$ cat src/rtl/game_round_ctrl.sv
// game_round_ctrl
//   Round sequencer for the hunt-the-bit game. Holds the game core in reset
//   outside of play, runs a 3-2-1 countdown, a timed round and a flashing
//   game-over phase, keeps the best final score and picks the value shown on
//   the BCD / seven-segment display chain.
//
// Ports
//   clk           system clock
//   rst           asynchronous, active-high reset
//   start         debounced start button level (rising edge detected here)
//   points        live score from the game core, unsigned
//   game_rst      1 = game core held in reset (decoded from state register)
//   display_value value routed to the BCD encoder
//   blank         1 = display blanked (flashes during game over)
//   time_left     remaining round ticks, 0 outside of play
//   high_score    best final score since reset
//   state         0 IDLE, 1 COUNTDOWN, 2 PLAY, 3 OVER
module game_round_ctrl #(
  parameter int TickPeriod  = 100_000_000,
  parameter int RoundTicks  = 30,
  parameter int OverTicks   = 10,
  parameter int FlashCycles = 25_000_000,
  parameter int ScoreWidth  = 32,
  parameter int TimeWidth   = $clog2(RoundTicks + 1)
) (
  input  logic                  clk,
  input  logic                  rst,
  input  logic                  start,
  input  logic [ScoreWidth-1:0] points,
  output logic                  game_rst,
  output logic [ScoreWidth-1:0] display_value,
  output logic                  blank,
  output logic [TimeWidth-1:0]  time_left,
  output logic [ScoreWidth-1:0] high_score,
  output logic [1:0]            state
);

  localparam int PreW   = (TickPeriod > 1) ? $clog2(TickPeriod) : 1;
  localparam int FlashW = (FlashCycles > 1) ? $clog2(FlashCycles) : 1;
  localparam int OverW  = (OverTicks > 1) ? $clog2(OverTicks) : 1;

  typedef enum logic [1:0] {
    ST_IDLE  = 2'd0,
    ST_COUNT = 2'd1,
    ST_PLAY  = 2'd2,
    ST_OVER  = 2'd3
  } state_t;

  state_t                state_q, state_d;
  logic                  start_q;
  logic [PreW-1:0]       pre_q, pre_d;
  logic [1:0]            cnt_q, cnt_d;
  logic [TimeWidth-1:0]  time_q, time_d;
  logic [ScoreWidth-1:0] hs_q, hs_d;
  logic [ScoreWidth-1:0] fs_q, fs_d;
  logic                  blank_q, blank_d;
  logic [FlashW-1:0]     fc_q, fc_d;
  logic [OverW-1:0]      ot_q, ot_d;

  logic start_edge;
  logic tick;
  logic flash_wrap;

  assign start_edge = start & ~start_q;
  assign tick       = (pre_q == PreW'(TickPeriod - 1));
  assign flash_wrap = (fc_q == FlashW'(FlashCycles - 1));

  always_ff @(posedge clk or posedge rst) begin
    if (rst) begin
      state_q <= ST_IDLE;
    end else begin
      state_q <= state_d;
    end
  end

  // start_q resets high so a button held through reset is not seen as a press.
  always_ff @(posedge clk or posedge rst) begin
    if (rst) begin
      start_q <= 1'b1;
      pre_q   <= '0;
      cnt_q   <= '0;
      time_q  <= '0;
      hs_q    <= '0;
      fs_q    <= '0;
      blank_q <= 1'b0;
      fc_q    <= '0;
      ot_q    <= '0;
    end else begin
      start_q <= start;
      pre_q   <= pre_d;
      cnt_q   <= cnt_d;
      time_q  <= time_d;
      hs_q    <= hs_d;
      fs_q    <= fs_d;
      blank_q <= blank_d;
      fc_q    <= fc_d;
      ot_q    <= ot_d;
    end
  end

  always_comb begin
    state_d = state_q;
    pre_d   = tick ? '0 : pre_q + PreW'(1);
    cnt_d   = cnt_q;
    time_d  = time_q;
    hs_d    = hs_q;
    fs_d    = fs_q;
    blank_d = blank_q;
    // Flash and over-tick counters only run in OVER; holding them at zero
    // elsewhere means they start cleared on every entry into OVER.
    fc_d    = '0;
    ot_d    = '0;

    case (state_q)
      ST_IDLE: begin
        time_d  = '0;
        blank_d = 1'b0;
        if (start_edge) begin
          state_d = ST_COUNT;
          cnt_d   = 2'd3;
        end
      end
      ST_COUNT: begin
        if (tick) begin
          if (cnt_q == 2'd1) begin
            state_d = ST_PLAY;
            time_d  = TimeWidth'(RoundTicks);
          end else begin
            cnt_d = cnt_q - 2'd1;
          end
        end
      end
      ST_PLAY: begin
        if (tick) begin
          if (time_q == TimeWidth'(1)) begin
            // points is sampled on the last PLAY cycle; ties keep the old best.
            state_d = ST_OVER;
            fs_d    = points;
            time_d  = '0;
            blank_d = 1'b0;
            if (points > hs_q) begin
              hs_d = points;
            end
          end else begin
            time_d = time_q - TimeWidth'(1);
          end
        end
      end
      ST_OVER: begin
        fc_d = flash_wrap ? '0 : fc_q + FlashW'(1);
        ot_d = ot_q;
        if (flash_wrap) begin
          blank_d = ~blank_q;
        end
        if (tick) begin
          ot_d = ot_q + OverW'(1);
        end
        // A start press wins over the timeout landing in the same cycle.
        if (start_edge) begin
          state_d = ST_COUNT;
          cnt_d   = 2'd3;
          blank_d = 1'b0;
        end else if (tick && (ot_q == OverW'(OverTicks - 1))) begin
          state_d = ST_IDLE;
          blank_d = 1'b0;
        end
      end
      default: begin
        state_d = ST_IDLE;
      end
    endcase

    // Restart the tick prescaler on every state change so the first tick
    // arrives a full TickPeriod after entry.
    if (state_d != state_q) begin
      pre_d = '0;
    end
  end

  // Display select: PLAY passes the live score straight through.
  always_comb begin
    display_value = hs_q;
    case (state_q)
      ST_IDLE:  display_value = hs_q;
      ST_COUNT: display_value = ScoreWidth'(cnt_q);
      ST_PLAY:  display_value = points;
      ST_OVER:  display_value = fs_q;
      default:  display_value = hs_q;
    endcase
  end

  assign game_rst   = (state_q != ST_PLAY);
  assign blank      = blank_q;
  assign time_left  = time_q;
  assign high_score = hs_q;
  assign state      = state_q;

endmodule
$ cat config.mk
export PLATFORM = sky130hd
export DESIGN_NAME = game_round_ctrl
export DESIGN_NICKNAME = d
export VERILOG_FILES = /design/src/rtl/game_round_ctrl.sv
export SDC_FILE = /design/constraint.sdc
export NUM_CORES = 1
export LEC_CHECK = 0
export ABC_AREA = 1
export CAP_MARGIN = 15
export CORE_MARGIN = 2
export CORE_UTILIZATION = 25
export CTS_CLUSTER_DIAMETER = 100
export DETAILED_ROUTE_END_ITERATION = 7
export DONT_BUFFER_PORTS = 1
export PLACE_DENSITY = 0.38
export SKIP_LAST_GASP = 1
export SYNTH_ARGS = -nofsm -noshare
export SYNTH_HDL_FRONTEND = slang
export SYNTH_SLANG_ARGS = --single-unit
$ cat constraint.sdc
create_clock -name clk -period 4.3 [get_ports clk]
set_input_delay 1.075 -clock clk [delete_from_list [all_inputs] [get_ports clk]]
set_output_delay 1.075 -clock clk [all_outputs]
set_load 0.02 [all_outputs]
==> results of run 1 <==
## power by group through the flow
stage	Sequential [uW]	Clock [uW]	Combinational, uW
after floorplan	1390	0	1250
after global placement	1410	0	1490
after detailed placement	1400	0	1480
after CTS	1380	1610	1480
after global routing	1390	1660	1620
final	1380	1560	1440
## flip-flops by register name (all words and copies together), names as in the netlist
| register | flops |
|---|---|
| start_q | 1 |
| state | 2 |
| blank | 1 |
| high_score | 32 |
| time_left | 5 |
| fs_q | 32 |
| pre_q | 27 |
| fc_q | 25 |
| cnt_q | 2 |
| ot_q | 4 |
## metrics by stage
stage	power (uW)	instances	util	worst slack, ns
5_1_grt	4670	1371	0.290	0.174
6_report	4380	1371	0.290	0.387
3_5_place_dp	2880	1339	0.270	0.814
2_1_floorplan	2630	966	-	1.40
4_1_cts	4470	1371	0.290	0.328
3_3_place_gp	2890	1339	0.270	0.793
## placed cells by master (no fill, tap or decap), types with 2 or more instances in the layout
cell | netlist | final
or2_2 | 4 | 4
nor2_1 | 68 | 68
nand2_4 | 2 | 2
nand3_1 | 62 | 62
nor2_4 | 3 | 3
nor2_2 | 22 | 22
buf_4 | 0 | 8
a31oi_1 | 2 | 2
nor4_2 | 2 | 2
ha_1 | 45 | 42
o21a_1 | 3 | 3
nand3_2 | 3 | 3
mux2_2 | 31 | 31
nand2_2 | 6 | 6
nand2_1 | 223 | 223
dfrtp_1 | 130 | 130
clkinv_4 | 0 | 6
inv_1 | 107 | 106
a22oi_1 | 31 | 31
a211oi_1 | 4 | 4
bufinv_16 | 0 | 3
nor4_1 | 13 | 13
ha_2 | 0 | 3
xor2_1 | 14 | 14
a21oi_1 | 66 | 66
xnor2_1 | 5 | 5
nor3_1 | 18 | 18
inv_2 | 3 | 3
nor3b_1 | 3 | 3
nand4_1 | 17 | 17
o211ai_1 | 2 | 2
clkinvlp_4 | 0 | 3
or3_1 | 2 | 2
o21ai_0 | 29 | 29
inv_6 | 0 | 2
clkbuf_16 | 0 | 17
## cells by family (layout without fill, tap and decap cells)
| kind of cell | after synthesis | count (layout) | share of synthesized area |
|---|---|---|---|
| buf+inv | 143 | 152 | 0.0740 |
| fa+ha+maj | 45 | 45 | 0.0716 |
| compound gates | 144 | 144 | 0.108 |
| mux | 31 | 31 | 0.0444 |
| xor+xnor | 19 | 19 | 0.0212 |
| flops | 131 | 131 | 0.417 |
| simple gates | 453 | 453 | 0.264 |
## layout make-up
type,count,share of cell area
Timing Repair Buffer,9,0.00898
Tap cell,396,0.0556
Multi-Input combinational cell,692,0.451
Clock inverter,14,0.0202
Sequential cell,131,0.368
Clock buffer,18,0.0493
Inverter,111,0.0472
## worst max-delay path, delay by kind of cell (launching register included)
kind / cells / cell delay, ns
adder cells (fa/ha/maj): 1 / 0.54
flip-flops: 1 / 0.53
AO/OA/AOI/OAI: 2 / 0.55
buffers and inverters: 2 / 0.75
## routing by layer
metal  wire length (um)  share of wire  vias up  GRT usage
li1                   -              -     3209          -
met1              10500           0.47     3029      0.180
met2              10100           0.45      133      0.225
met3               1710          0.076       18     0.0602
met4                259          0.011        0     0.0410
met5                  0              0        -          0
## worst min path at each step
| stage | start | endpoint | slack [ns] | cells past startpoint |
|---|---|---|---|---|
| floorplan | fc_q[0]$_DFF_PP0_ | fc_q[0]$_DFF_PP0_ | 0.43 | 1 |
| global placement | fc_q[0]$_DFF_PP0_ | fc_q[0]$_DFF_PP0_ | 0.47 | 1 |
| detailed placement | fc_q[0]$_DFF_PP0_ | fc_q[0]$_DFF_PP0_ | 0.46 | 1 |
| CTS | fc_q[0]$_DFF_PP0_ | fc_q[0]$_DFF_PP0_ | 0.47 | 1 |
| global route | fc_q[0]$_DFF_PP0_ | fc_q[0]$_DFF_PP0_ | 0.50 | 1 |
| finish | fc_q[0]$_DFF_PP0_ | fc_q[0]$_DFF_PP0_ | 0.48 | 1 |
==> impl_metrics.csv, run 1 <==
group,metric,value,unit
yosys,syn_inst,966,
clock_network,tritoncts,"done",
grt,grt_max_degree,105,
pwr,p_seq_frac,0.316,
final_layout,register_area,0.00328,mm^2
clock_network,root_buffer,"clkbuf_16",
final_layout,final_nets,1042,
floorplanning,die_h,181,um
setup_path,cp_slowest_cell,"ha_2",
yosys,ys.flop_type,"dfrtp_1",
timing,fmax,0.256,GHz
clock_network,clkLatencyLatePin,0.44,ns
clock_network,htreeDepth,4,
clock_network,cts_setup_buffers,0,
place,io_buffer_count,0,
final_layout,postLayoutCellArea,0.00892,mm^2
timing,finalClockSkew,0.0137,ns
route,drc,0,
yosys,synthesis.area,0.00787,mm^2
setup_path,cp-startpoint,"state[1]$_DFF_PP0_",
yosys,synth_fp_nets,1046,
setup_path,start_kind,"register",
yosys,avgSynthCellArea,8.14,um^2
clock_network,ctsHoldBuffers,0,
setup_path,worst_r2r_path_depth,10,
clock_network,clock-sinks,131,
setup_path,max_stage_delay,0.54,ns
floorplanning,die_w,181,um
route,detail_route.wl_per_cell,16.5,um
route,vias,6389,
yosys,seq_area_frac_synth,0.417,
grt,overflow,0,
setup_path,ff2ff_setup_slack,1.22,ns
pwr,p_sw,1790,uW
final_layout,antenna_cells,0,
yosys,yosysMostFrequentCell,"nand2_1",
clock_network,cts_resized,0,
setup_path,required,3.22,ns
place,hpwl,16.1,mm
timing,fin_crit,3.91,ns
setup_path,crit_path_end,"display_value[31]",
grt,track_usage,0.143,
route,dr.pass1.iters,5,
timing,finalHoldViolations,0,
yosys,synth.distinct_cells,47,
setup_path,worstPathArrival,2.84,ns
final_layout,drive_above_1_share,0.129,
pwr,p_int,2580,uW
final_layout,synthToLayoutAreaGrowth,13.3,%
route,initialDrtViolationCount,239,
timing,rsz0062_at_grt,"false",
outcome,outcome,"finished, final reports clean",
route,viasPerCell,4.66,
final_layout,multi_input_comb_area,0.00402,mm^2
route,wirelength,22.6,mm
setup_path,path_class,"reg2out",
timing,post-route-period-util,0.910,
floorplanning,dieArea,0.0329,mm^2
final_layout,nFillCells,3331,
setup_path,reg2reg_to,"high_score[24]$_DFFE_PP0P_",
pwr,p_leak,0.00377,uW
hold_path,hold_path_class,"reg2reg",
place,place_congestion,0.770,
setup_path,cp-end-kind,"output port",
floorplanning,io_pins,108,
yosys,yosysTopAreaCellShare,0.414,
place,dpl-instance-area,0.00830,mm^2
clock_network,clockBufferDepth,2,
floorplanning,rows,64,
timing,finalMaxSlewViolations,0,
setup_path,rr_startpoint,"state[0]$_DFF_PP0_",
yosys,synth-edff-count,0,
setup_path,cp_max_fo,45,
floorplanning,start_util,0.256,
yosys,yosys-top-cells-count,"nand2_1 (223), dfrtp_1 (130), inv_1 (107)",
timing,relSlewSlack,0.481,
pwr,sw_frac_of_total,0.410,
pwr,vdd_drop_max,0.276,mV
grt,grt_pass1_vias,6350,
timing,worstMarginPinSlew,0.771,ns
grt,antenna_found_initial,0,
pwr,powerDensity,491,mW/mm^2
yosys,yosysWarnings,0,
timing,fin_hold_ws,0.477,ns
run,max_cap_viol_count,0,
clock_network,clk_pin_slew,0.06,ns
grt,grt_pass1_wl,36.7,mm
timing,fin_setup_tns,0,ns
timing,setup_viol,0,
setup_path,worstPathCellList,"inv_1 > ha_2 > buf_4 > a21oi_1 > a22oi_1",
pwr,comb_power_share,0.328,
floorplanning,core_area,0.0307,mm^2
pwr,power_frac_clock,0.356,
clock_network,cts_made_buffers,17,
yosys,yosysTopAreaCell,"dfrtp_1",
yosys,synth-seq-cells,131,
yosys,async_reset_ff_frac,1.00,
yosys,synth_area_leaders,"dfrtp_1 (41%), nand2_1 (11%), ha_1 (7.2%)",
route,antenna_left,0,
Note: power is estimated with default switching activity, not from simulation.
==> inputs of run 2 (changes only) <==
Settings changed: SLEW_MARGIN set to 25.
Clock period 4.3 ns to 3.45 ns, I/O delays scaled along.
==> impl_metrics.csv, run 2 (synthesis gave the netlist of run 1 again) <==
group,metric,value,unit
outcome,outcome,"finished, final reports clean",
grt,grt_pass1_wl,37.5,mm
setup_path,path_class,"reg2out",
floorplanning,io_pins,108,
final_layout,fin_cells,1385,
clock_network,htreeDepth,4,
timing,post-route-period-util,0.896,
setup_path,cp-startpoint,"state[1]$_DFF_PP0_",
route,dr.pass1.iters,4,
grt,grt_util_met2,0.233,
setup_path,worstPathArrival,2.23,ns
timing,fin_crit,3.09,ns
place,dp.cells,1353,
timing,finalMaxSlewViolations,0,
place,dpl-instance-area,0.00845,mm^2
timing,finalHoldViolations,0,
route,vias,6434,
setup_path,required,2.59,ns
place,place_congestion,0.768,
grt,antenna_found_initial,0,
floorplanning,die_w,181,um
run,max_cap_viol_count,0,
timing,relSlewSlack,0.535,
route,initialDrtViolationCount,350,
clock_network,root_buffer,"clkbuf_16",
final_layout,final_cell_mix,"nand2_1 (223), dfrtp_1 (130), inv_1 (106)",
place,hpwl,16.3,mm
final_layout,postLayoutCellArea,0.00905,mm^2
grt,track_usage,0.145,
setup_path,cp-end-kind,"output port",
setup_path,cp_max_fo,44,
floorplanning,core_area,0.0307,mm^2
route,antenna_left,0,
hold_path,hold_path_class,"in2async",
timing,setup_viol,0,
clock_network,clkLatencyLatePin,0.44,ns
grt,grt_pass1_vias,6801,
grt,overflow,0,
clock_network,tritoncts,"done",
timing,fin_setup_tns,0,ns
timing,finalClockSkew,0.0158,ns
route,wirelength,22.6,mm
clock_network,cts_setup_buffers,0,
grt,grt_busiest_layer,"met2",
floorplanning,die_h,181,um
clock_network,clock-sinks,131,
floorplanning,start_util,0.256,
setup_path,start_kind,"register",
timing,worstMarginPinSlew,0.696,ns
pwr,powerDensity,613,mW/mm^2
route,drc,0,
clock_network,clockBufferDepth,2,
clock_network,cts_made_buffers,17,
grt,use_met1,0.182,
route,detail_route.wl_per_cell,16.3,um
clock_network,clk_pin_slew,0.06,ns
clock_network,ctsHoldBuffers,0,
final_layout,synthToLayoutAreaGrowth,15.1,%
grt,grt_max_degree,45,
final_layout,layout_commonest_cell,"nand2_1",
grt,use_met3,0.0540,
floorplanning,rows,64,
floorplanning,dieArea,0.0329,mm^2
route,viasPerCell,4.65,
pwr,p_leak,0.00383,uW
final_layout,final_nets,1056,
place,pre_cts_ws,0.612,ns
pwr,vdd_drop_max,0.441,mV
timing,rsz0062_at_grt,"false",
timing,fmax,0.324,GHz
timing,layout_setup_ws,0.359,ns
place,io_buffer_count,0,
final_layout,drive_above_1_share,0.142,
timing,fin_hold_ws,0.394,ns
final_layout,antenna_cells,0,
setup_path,rr_startpoint,"state[0]$_DFF_PP0_",
==> run 2: cell types whose count changed in the layout (fill, tap and decap cells not counted) <==
cell / delta
buf_12: +4
buf_4: +10
bufinv_16: -1
clkinv_2: +1
clkinv_4: -5
clkinvlp_4: +3
ha_2: -1
ha_4: +1
inv_6: +2
==> run 2: final timing paths <==
kind	endpoint	slack, ns	depth (start not counted)
max in group asynchronous	pre_q[16]$_DFF_PP0_	2.41	2
min in group clk	start_q$_DFF_PP1_	0.43	0
setup / recovery	display_value[30]	0.36	5
setup reg to reg	pre_q[2]$_DFF_PP0_	0.87	13
hold reg to reg	fc_q[0]$_DFF_PP0_	0.46	1
hold / removal	fs_q[6]$_DFFE_PP0P_	0.39	1
==> run 2: layout make-up <==
type,count,area (um^2)
Fill cell,3331,21700
Multi-Input combinational cell,692,4030
Sequential cell,131,3280
Tap cell,396,495
Clock buffer,18,439
Inverter,111,420
Timing Repair Buffer,23,235
Clock inverter,14,151
==> run 2: what timing repair did <==
item / 4_1_cts / 5_1_grt
endpoints found under the setup margin: 0 / 7
gates resized for setup: 0 / 1
hold endpoints to repair: 0 / 0
==> run 2: worst max-delay path, cell delays in order (launching register included) <==
cell and delay [ns]:
dfrtp_1 0.41, inv_1 0.21, ha_4 0.36, buf_12 0.26, a21oi_1 0.08, a22oi_1 0.43
==> run 2: where the power goes <==
part | switching [uW] | total [uW] | internal (uW)
clock | 785 | 1870 | 1090
sequential | 74.5 | 1690 | 1610
combinational | 1420 | 1980 | 567
==> run 2: layer usage <==
metal,share of wire,up-vias
met5,0,-
met4,0.015,0
met3,0.070,21
met2,0.45,117
met1,0.46,3060
li1,-,3236
==> run 2: stage by stage <==
step	util	total power, uW
floorplan	-	3280
global placement	0.275	3720
detailed placement	0.275	3710
CTS	0.294	5630
finish	0.294	5550
global route	0.294	5910
==> inputs of run 3 (changes only) <==
Settings changed: CTS_BUF_LIST set to sky130_fd_sc_hd__clkbuf_16.
==> impl_metrics.csv, run 3 (synthesis gave the netlist of run 1 again) <==
group,metric,value,unit
clock_network,cts_setup_buffers,0,
floorplanning,rows,64,
grt,grt_pass1_wl,37.5,mm
pwr,p_sw,2270,uW
place,dp.cells,1353,
final_layout,antenna_cells,0,
place,pre_cts_ws,0.612,ns
final_layout,layout_commonest_cell,"nand2_1",
grt,grt_max_degree,45,
final_layout,final_cell_mix,"nand2_1 (223), dfrtp_1 (130), inv_1 (106)",
setup_path,start_kind,"register",
timing,layout_setup_ws,0.357,ns
clock_network,cts_made_buffers,17,
hold_path,hold_path_class,"in2async",
place,dpl-instance-area,0.00845,mm^2
place,io_buffer_count,0,
timing,finalMaxSlewViolations,0,
setup_path,max_stage_delay,0.43,ns
pwr,p_leak,0.00383,uW
route,vias,6445,
floorplanning,start_util,0.256,
grt,track_usage,0.145,
route,initialDrtViolationCount,353,
pwr,vdd_drop_max,0.441,mV
timing,fmax,0.323,GHz
floorplanning,die_h,181,um
grt,overflow,0,
timing,finalHoldViolations,0,
timing,finalClockSkew,0.0158,ns
route,dr.pass1.iters,4,
place,place_congestion,0.768,
floorplanning,dieArea,0.0329,mm^2
floorplanning,io_pins,108,
floorplanning,die_w,181,um
setup_path,cp_max_fo,44,
pwr,p_int,3250,uW
pwr,comb_power_share,0.359,
setup_path,cp-end-kind,"output port",
clock_network,htreeDepth,4,
pwr,p_seq_frac,0.306,
final_layout,multi_input_comb_area,0.00403,mm^2
setup_path,cp_slowest_cell,"a22oi_1",
clock_network,root_buffer,"clkbuf_16",
pwr,power_frac_clock,0.335,
timing,fin_setup_tns,0,ns
clock_network,clock-sinks,131,
final_layout,fin_cells,1385,
final_layout,synthToLayoutAreaGrowth,15.0,%
route,detail_route.wl_per_cell,16.3,um
grt,antenna_found_initial,0,
place,hpwl,16.3,mm
pwr,powerDensity,611,mW/mm^2
final_layout,postLayoutCellArea,0.00904,mm^2
route,viasPerCell,4.65,
route,antenna_left,0,
clock_network,tritoncts,"done",
setup_path,required,2.59,ns
run,max_cap_viol_count,0,
final_layout,final_nets,1056,
timing,post-route-period-util,0.897,
final_layout,final_util,0.294,
final_layout,register_area,0.00328,mm^2
outcome,outcome,"finished, final reports clean",
pwr,sw_frac_of_total,0.412,
final_layout,nFillCells,3333,
clock_network,cts_resized,0,
final_layout,drive_above_1_share,0.141,
clock_network,ctsHoldBuffers,0,
timing,setup_viol,0,
route,drc,0,
clock_network,clk_pin_slew,0.07,ns
clock_network,clkLatencyLatePin,0.44,ns
timing,rsz0062_at_grt,"false",
setup_path,path_class,"reg2out",
timing,fin_crit,3.09,ns
setup_path,worstPathCellList,"inv_1 > ha_4 > buf_12 > a21oi_1 > a22oi_1",
setup_path,worstPathArrival,2.23,ns
floorplanning,core_area,0.0307,mm^2
timing,relSlewSlack,0.535,
timing,worstMarginPinSlew,0.696,ns
clock_network,clockBufferDepth,2,
route,wirelength,22.6,mm
grt,grt_pass1_vias,6804,
## run 3: changes by cell type in the layout (fill, tap and decap cells not counted), sizes merged
cell	change
clkbuf	-1
clkinv	+1
## run 3: cell type report
class,instances,share of cell area
tap,396,0.0548
timing repair buffer,23,0.0260
clock inverter,15,0.0172
inverter,111,0.0465
multi-input combinational,692,0.446
clock buffer,17,0.0470
sequential,131,0.363
## run 3: power by group through the flow
stage	sequential [uW]	combinational, uW	clock [uW]
6_report	1690	1980	1850
2_1_floorplan	1730	1550	0
3_3_place_gp	1720	2010	0
5_1_grt	1700	2210	1980
3_5_place_dp	1720	2000	0
4_1_cts	1690	2000	1910
## run 3: worst paths after layout
check / from / to / slack, ns / depth (start not counted)
min in group clk: start / start_q$_DFF_PP1_ / 0.43 / 0
worst min register to register: fc_q[0]$_DFF_PP0_ / fc_q[0]$_DFF_PP0_ / 0.46 / 1
max in group asynchronous: rst / pre_q[16]$_DFF_PP0_ / 2.41 / 2
worst max register to register: state[0]$_DFF_PP0_ / pre_q[2]$_DFF_PP0_ / 0.87 / 13
worst max-delay path: state[1]$_DFF_PP0_ / display_value[30] / 0.36 / 5
worst min-delay path: rst / fc_q[6]$_DFF_PP0_ / 0.39 / 1
## run 3: critical path, delay by kind of cell, from the launching register on
family / cells / cell delay [ns]
buffers and inverters: 2 / 0.47
DFF: 1 / 0.41
AOI/OAI and AO/OA: 2 / 0.51
adders and majority gates: 1 / 0.36
## run 3: per-stage QoR
stage,hold WS (ns),power (uW)
after floorplan,0.433,3280
after global placement,0.459,3720
after detailed placement,0.458,3710
after CTS,0.401,5600
after global routing,0.401,5890
final,0.394,5520
## run 3: metal layers
layer	wire, um	global-route usage
met5	0	0
met4	348	0.0429
met3	1610	0.0540
met2	10200	0.233
met1	10400	0.182
==> RTL change 1: new RTL, flow settings as in run 1 <==
Add an input register stage for `start` and `points`, cleared by the reset; this delays them by one clock. Comments in the files are not updated.
--- a/src/rtl/game_round_ctrl.sv
+++ b/src/rtl/game_round_ctrl.sv
@@ -46,6 +46,19 @@
     ST_OVER  = 2'd3
   } state_t;
 
+  logic start_r;
+  logic [ScoreWidth-1:0] points_q;
+
+  always_ff @(posedge clk or posedge rst) begin
+    if (rst) begin
+      start_r  <= '0;
+      points_q <= '0;
+    end else begin
+      start_r  <= start;
+      points_q <= points;
+    end
+  end
+
   state_t                state_q, state_d;
   logic                  start_q;
   logic [PreW-1:0]       pre_q, pre_d;
@@ -61,7 +74,7 @@
   logic tick;
   logic flash_wrap;
 
-  assign start_edge = start & ~start_q;
+  assign start_edge = start_r & ~start_q;
   assign tick       = (pre_q == PreW'(TickPeriod - 1));
   assign flash_wrap = (fc_q == FlashW'(FlashCycles - 1));
 
@@ -86,7 +99,7 @@
       fc_q    <= '0;
       ot_q    <= '0;
     end else begin
-      start_q <= start;
+      start_q <= start_r;
       pre_q   <= pre_d;
       cnt_q   <= cnt_d;
       time_q  <= time_d;
@@ -135,11 +148,11 @@
           if (time_q == TimeWidth'(1)) begin
             // points is sampled on the last PLAY cycle; ties keep the old best.
             state_d = ST_OVER;
-            fs_d    = points;
+            fs_d    = points_q;
             time_d  = '0;
             blank_d = 1'b0;
-            if (points > hs_q) begin
-              hs_d = points;
+            if (points_q > hs_q) begin
+              hs_d = points_q;
             end
           end else begin
             time_d = time_q - TimeWidth'(1);
@@ -183,7 +196,7 @@
     case (state_q)
       ST_IDLE:  display_value = hs_q;
       ST_COUNT: display_value = ScoreWidth'(cnt_q);
-      ST_PLAY:  display_value = points;
+      ST_PLAY:  display_value = points_q;
       ST_OVER:  display_value = fs_q;
       default:  display_value = hs_q;
     endcase
Check against the original RTL: not equivalent (Yosys sat finds a counterexample within 4 cycles, from zero or initial values and one cycle with rst high).
==> RTL change 1 against run 1 <==
- sequential power rose by 22%
- sequential cell count rose by 33
- worst setup slack improved by 0.0092 ns
- area after synthesis rose by 11%
- power fell by 1.7%
- combinational power fell by 28%
- count of clock-buffer cells in the layout rose by 1
- final cell count rose by 6.7%
- via count rose by 2.2%
- routed wire length rose by 12%
- core utilization fell by 0.32 points
- final area rose by 11%
- largest cell class is now flip-flops and latches
==> RTL change 1: results (changes against run 1) <==
* Unique cell type count in the Yosys netlist at 45 (-4.3%)
* Nets at 1073 (+3.0%)
* XOR/XNOR Fraction of Synth Area at 3.006% (+0.89 points)
* Clock latency on the worst-skew pair at 0.44 ns (about the same)
* DR iter-0 viols at 263 (+10%)
* DRT Pass-1 Iters at 4 (-1)
* Largest delay contributor family on the critical path: adder cells
* Cell leakage power at 4.709 nW (+25%)
* Final Skew at 0.01230 ns (-0.001381 ns)
* Crit path launch: state[0]
* Worst Tran Pin Value at 0.9577 ns (+0.1866 ns)
* Synth top area cells: dfrtp_1 47%, nand2_1 8.2%, ha_1 6.3%, inv_1 5.9%, a21oi_1 3.7%
* Post-synthesis mux area share at 3.665% (-0.77 points)
* Vias in the first global route at 6667 (+5.0%)
* HP Start: start_r
* Status: completed
* Total track usage at 14.32% (about the same)
* Layout cells sized above 1 at 8.937% (-4.0 points)
* Worst EP arrival at 2.83 ns (about the same)
* Initial antenna violation count at 2 (+2)
* CP max FO at 39 (-13%)
* Top cells by count, synth: 191 x nand2_1, 163 x dfrtp_1, 137 x inv_1
* Compound-Gate Fraction of Synth Area at 10.31% (-0.51 points)
* Via count at 6531 (+2.2%)
* RePlAce Congestion at 0.7816 (+1.6%)
* Slowest stage delay, CP at 0.85 ns (+0.31 ns)
* Seq/Total Area, Yosys at 46.97% (+5.3 points)
* Global-route wire length before repair at 39660 um (+8.1%)
* Largest net degree at the start of global routing at 80 (-24%)
* Dpl hpwl at 17610 um (+9.6%)
[RTL change 1: cells by family after synthesis]
| family | Yosys count |
|---|---|
| mux | 32 |
| buf+inv | 176 |
| flops | 164 |
| fa+ha+maj | 44 |
| simple gates | 402 |
| compound gates | 150 |
| xor+xnor | 30 |
[RTL change 1: routing by layer]
layer	GRT usage [%]	vias up	wire (um)
met1	19.31	3151	12220
met4	3.339	2	252
met2	23.15	83	11780
li1	-	3284	-
met5	0	-	11
met3	3.378	11	959
[RTL change 1: area by class of cell]
cell class | count | area, um2
Antenna cell | 1 | 2.502
Timing Repair Buffer | 12 | 127.6
Tap cell | 455 | 569.3
Fill cell | 3700 | 24580
Multi-Input combinational cell | 658 | 3954
Inverter | 141 | 533.0
Clock buffer | 19 | 442.9
Sequential cell | 164 | 4105
Clock inverter | 13 | 145.1
[RTL change 1: report_power, final]
part           total, W  internal, W  leakage, nW  switching, W
Sequential      0.00168      0.00159         2.19     0.0000896
Clock           0.00158     0.000881        0.286      0.000704
Combinational   0.00103     0.000253         2.23      0.000779
[RTL change 1: worst paths after layout]
check                                    endpoint  slack (ns)  cells after the start
worst max register to register     high_score[24]        1.21                     10
worst max-delay path            display_value[22]        0.40                      5
min in group asynchronous            points_q[24]        0.61                      1
worst min register to register            start_q        0.40                      0
max in group asynchronous           high_score[8]        2.79                      2
worst min-delay path                      start_q        0.40                      0
[RTL change 1: through the flow]
stage	std cells	setup WS (ns)	utilization [%]	area (um2)	power, W
3_5_place_dp	1430	0.8242	26.96	9289	0.002770
2_1_floorplan	998	1.141	-	8743	0.002555
6_report	1463	0.3959	28.67	9879	0.004301
5_1_grt	1462	0.1918	28.66	9877	0.004552
3_3_place_gp	1430	0.8586	26.96	9289	0.002763
4_1_cts	1462	0.3262	28.66	9877	0.004392
==> RTL change 2: new RTL, settings of run 1 <==
Made on the original files. Change the parameter `ScoreWidth` from 32 to 64.
--- a/src/rtl/game_round_ctrl.sv
+++ b/src/rtl/game_round_ctrl.sv
@@ -20,7 +20,7 @@
   parameter int RoundTicks  = 30,
   parameter int OverTicks   = 10,
   parameter int FlashCycles = 25_000_000,
-  parameter int ScoreWidth  = 32,
+  parameter int ScoreWidth  = 64,
   parameter int TimeWidth   = $clog2(RoundTicks + 1)
 ) (
   input  logic                  clk,
Ports: changed (resized display_value, high_score and points); port bits go from 108 to 204. The function was not compared with the original's and may differ.
==> RTL change 2 against run 1 <==
- routed wire length is 63% higher
- worst setup slack worse by 0.018 ns
- sequential cell count is 64 higher
- synthesized cell count is 47% higher
- power is 44% higher
- register-to-register slack worse by 0.03 ns
- clock skew is 0.0030 ns higher
- area after synthesis is 50% higher
- final area is 47% higher
- count of clock-buffer cells in the layout is 1 higher
- critical path type unchanged
- largest cell class unchanged
- highest routed layer unchanged
==> RTL change 2: results (changes against run 1) <==
* Non-Filler Cell Area, Final at 13090 um2 (+47%)
* DP Area at 12510 um2 (+51%)
* CP max-delay cell: ha_4
* Largest delay contributor family on the critical path: adder cells
* Worst hold path type: in2async
* Global-route wire length before repair at 58270 um (+59%)
* Compound-Gate Fraction of Synth Area at 10.62% (-0.20 points)
* Net switching power at 0.002857 W (+59%)
* Worst Tran Pin Value at 0.6833 ns (-0.08786 ns)
* Via count at 9537 (+49%)
* Layout cells sized above 1 at 12.61% (-0.32 points)
* Slowest stage delay, CP at 0.62 ns (+0.08 ns)
* Buffers outside the clock class at 20 (+11)
* Status: completed
* Fraction of area in multi-input gates at 46.46% (+1.4 points)
* P_seq at 0.00198 W (+43%)
* Peak supply drop at 0.0003865 V (+40%)
* Nonclk inv count at 155 (+40%)
* ClkCell Share at 4.462% (-2.5 points)
* DR iter-0 viols at 439 (+84%)
* Final Skew at 0.01667 ns (+0.002988 ns)
* Unique cell type count in the Yosys netlist at 44 (-6.4%)
* Non-clock buffering overhead at 1.529% (+0.63 points)
* Multi-input gates at 1010 (+46%)
* Vias in the first global route at 9668 (+52%)
* Worst r2r path cells at 9 (-1)
## RTL change 2: changes by cell type in the layout (fill, tap and decap cells not counted), sizes merged, moves of 19 or more
cell	before	now
inv	111	156
nor2	93	112
dfrtp	130	194
a22oi	31	62
nand3	66	101
nand2	231	347
ha	45	77
a21oi	66	106
mux2	31	63
## RTL change 2: worst max path at each step
stage	endpoint	slack, ns
floorplan	blank	0.71
global placement	high_score[53]	0.79
detailed placement	high_score[15]	0.76
CTS	display_value[45]	0.26
global route	display_value[45]	0.1
finish	display_value[45]	0.37
## RTL change 2: worst register-to-register path, delay by kind of cell (launching register included)
family,cells,cell delay [ns]
AO/OA/AOI/OAI,1,0.29
adder cells (fa/ha/maj),1,0.44
buffers and inverters,3,0.98
flip-flops,1,0.65
AND/OR/NAND/NOR,4,0.69
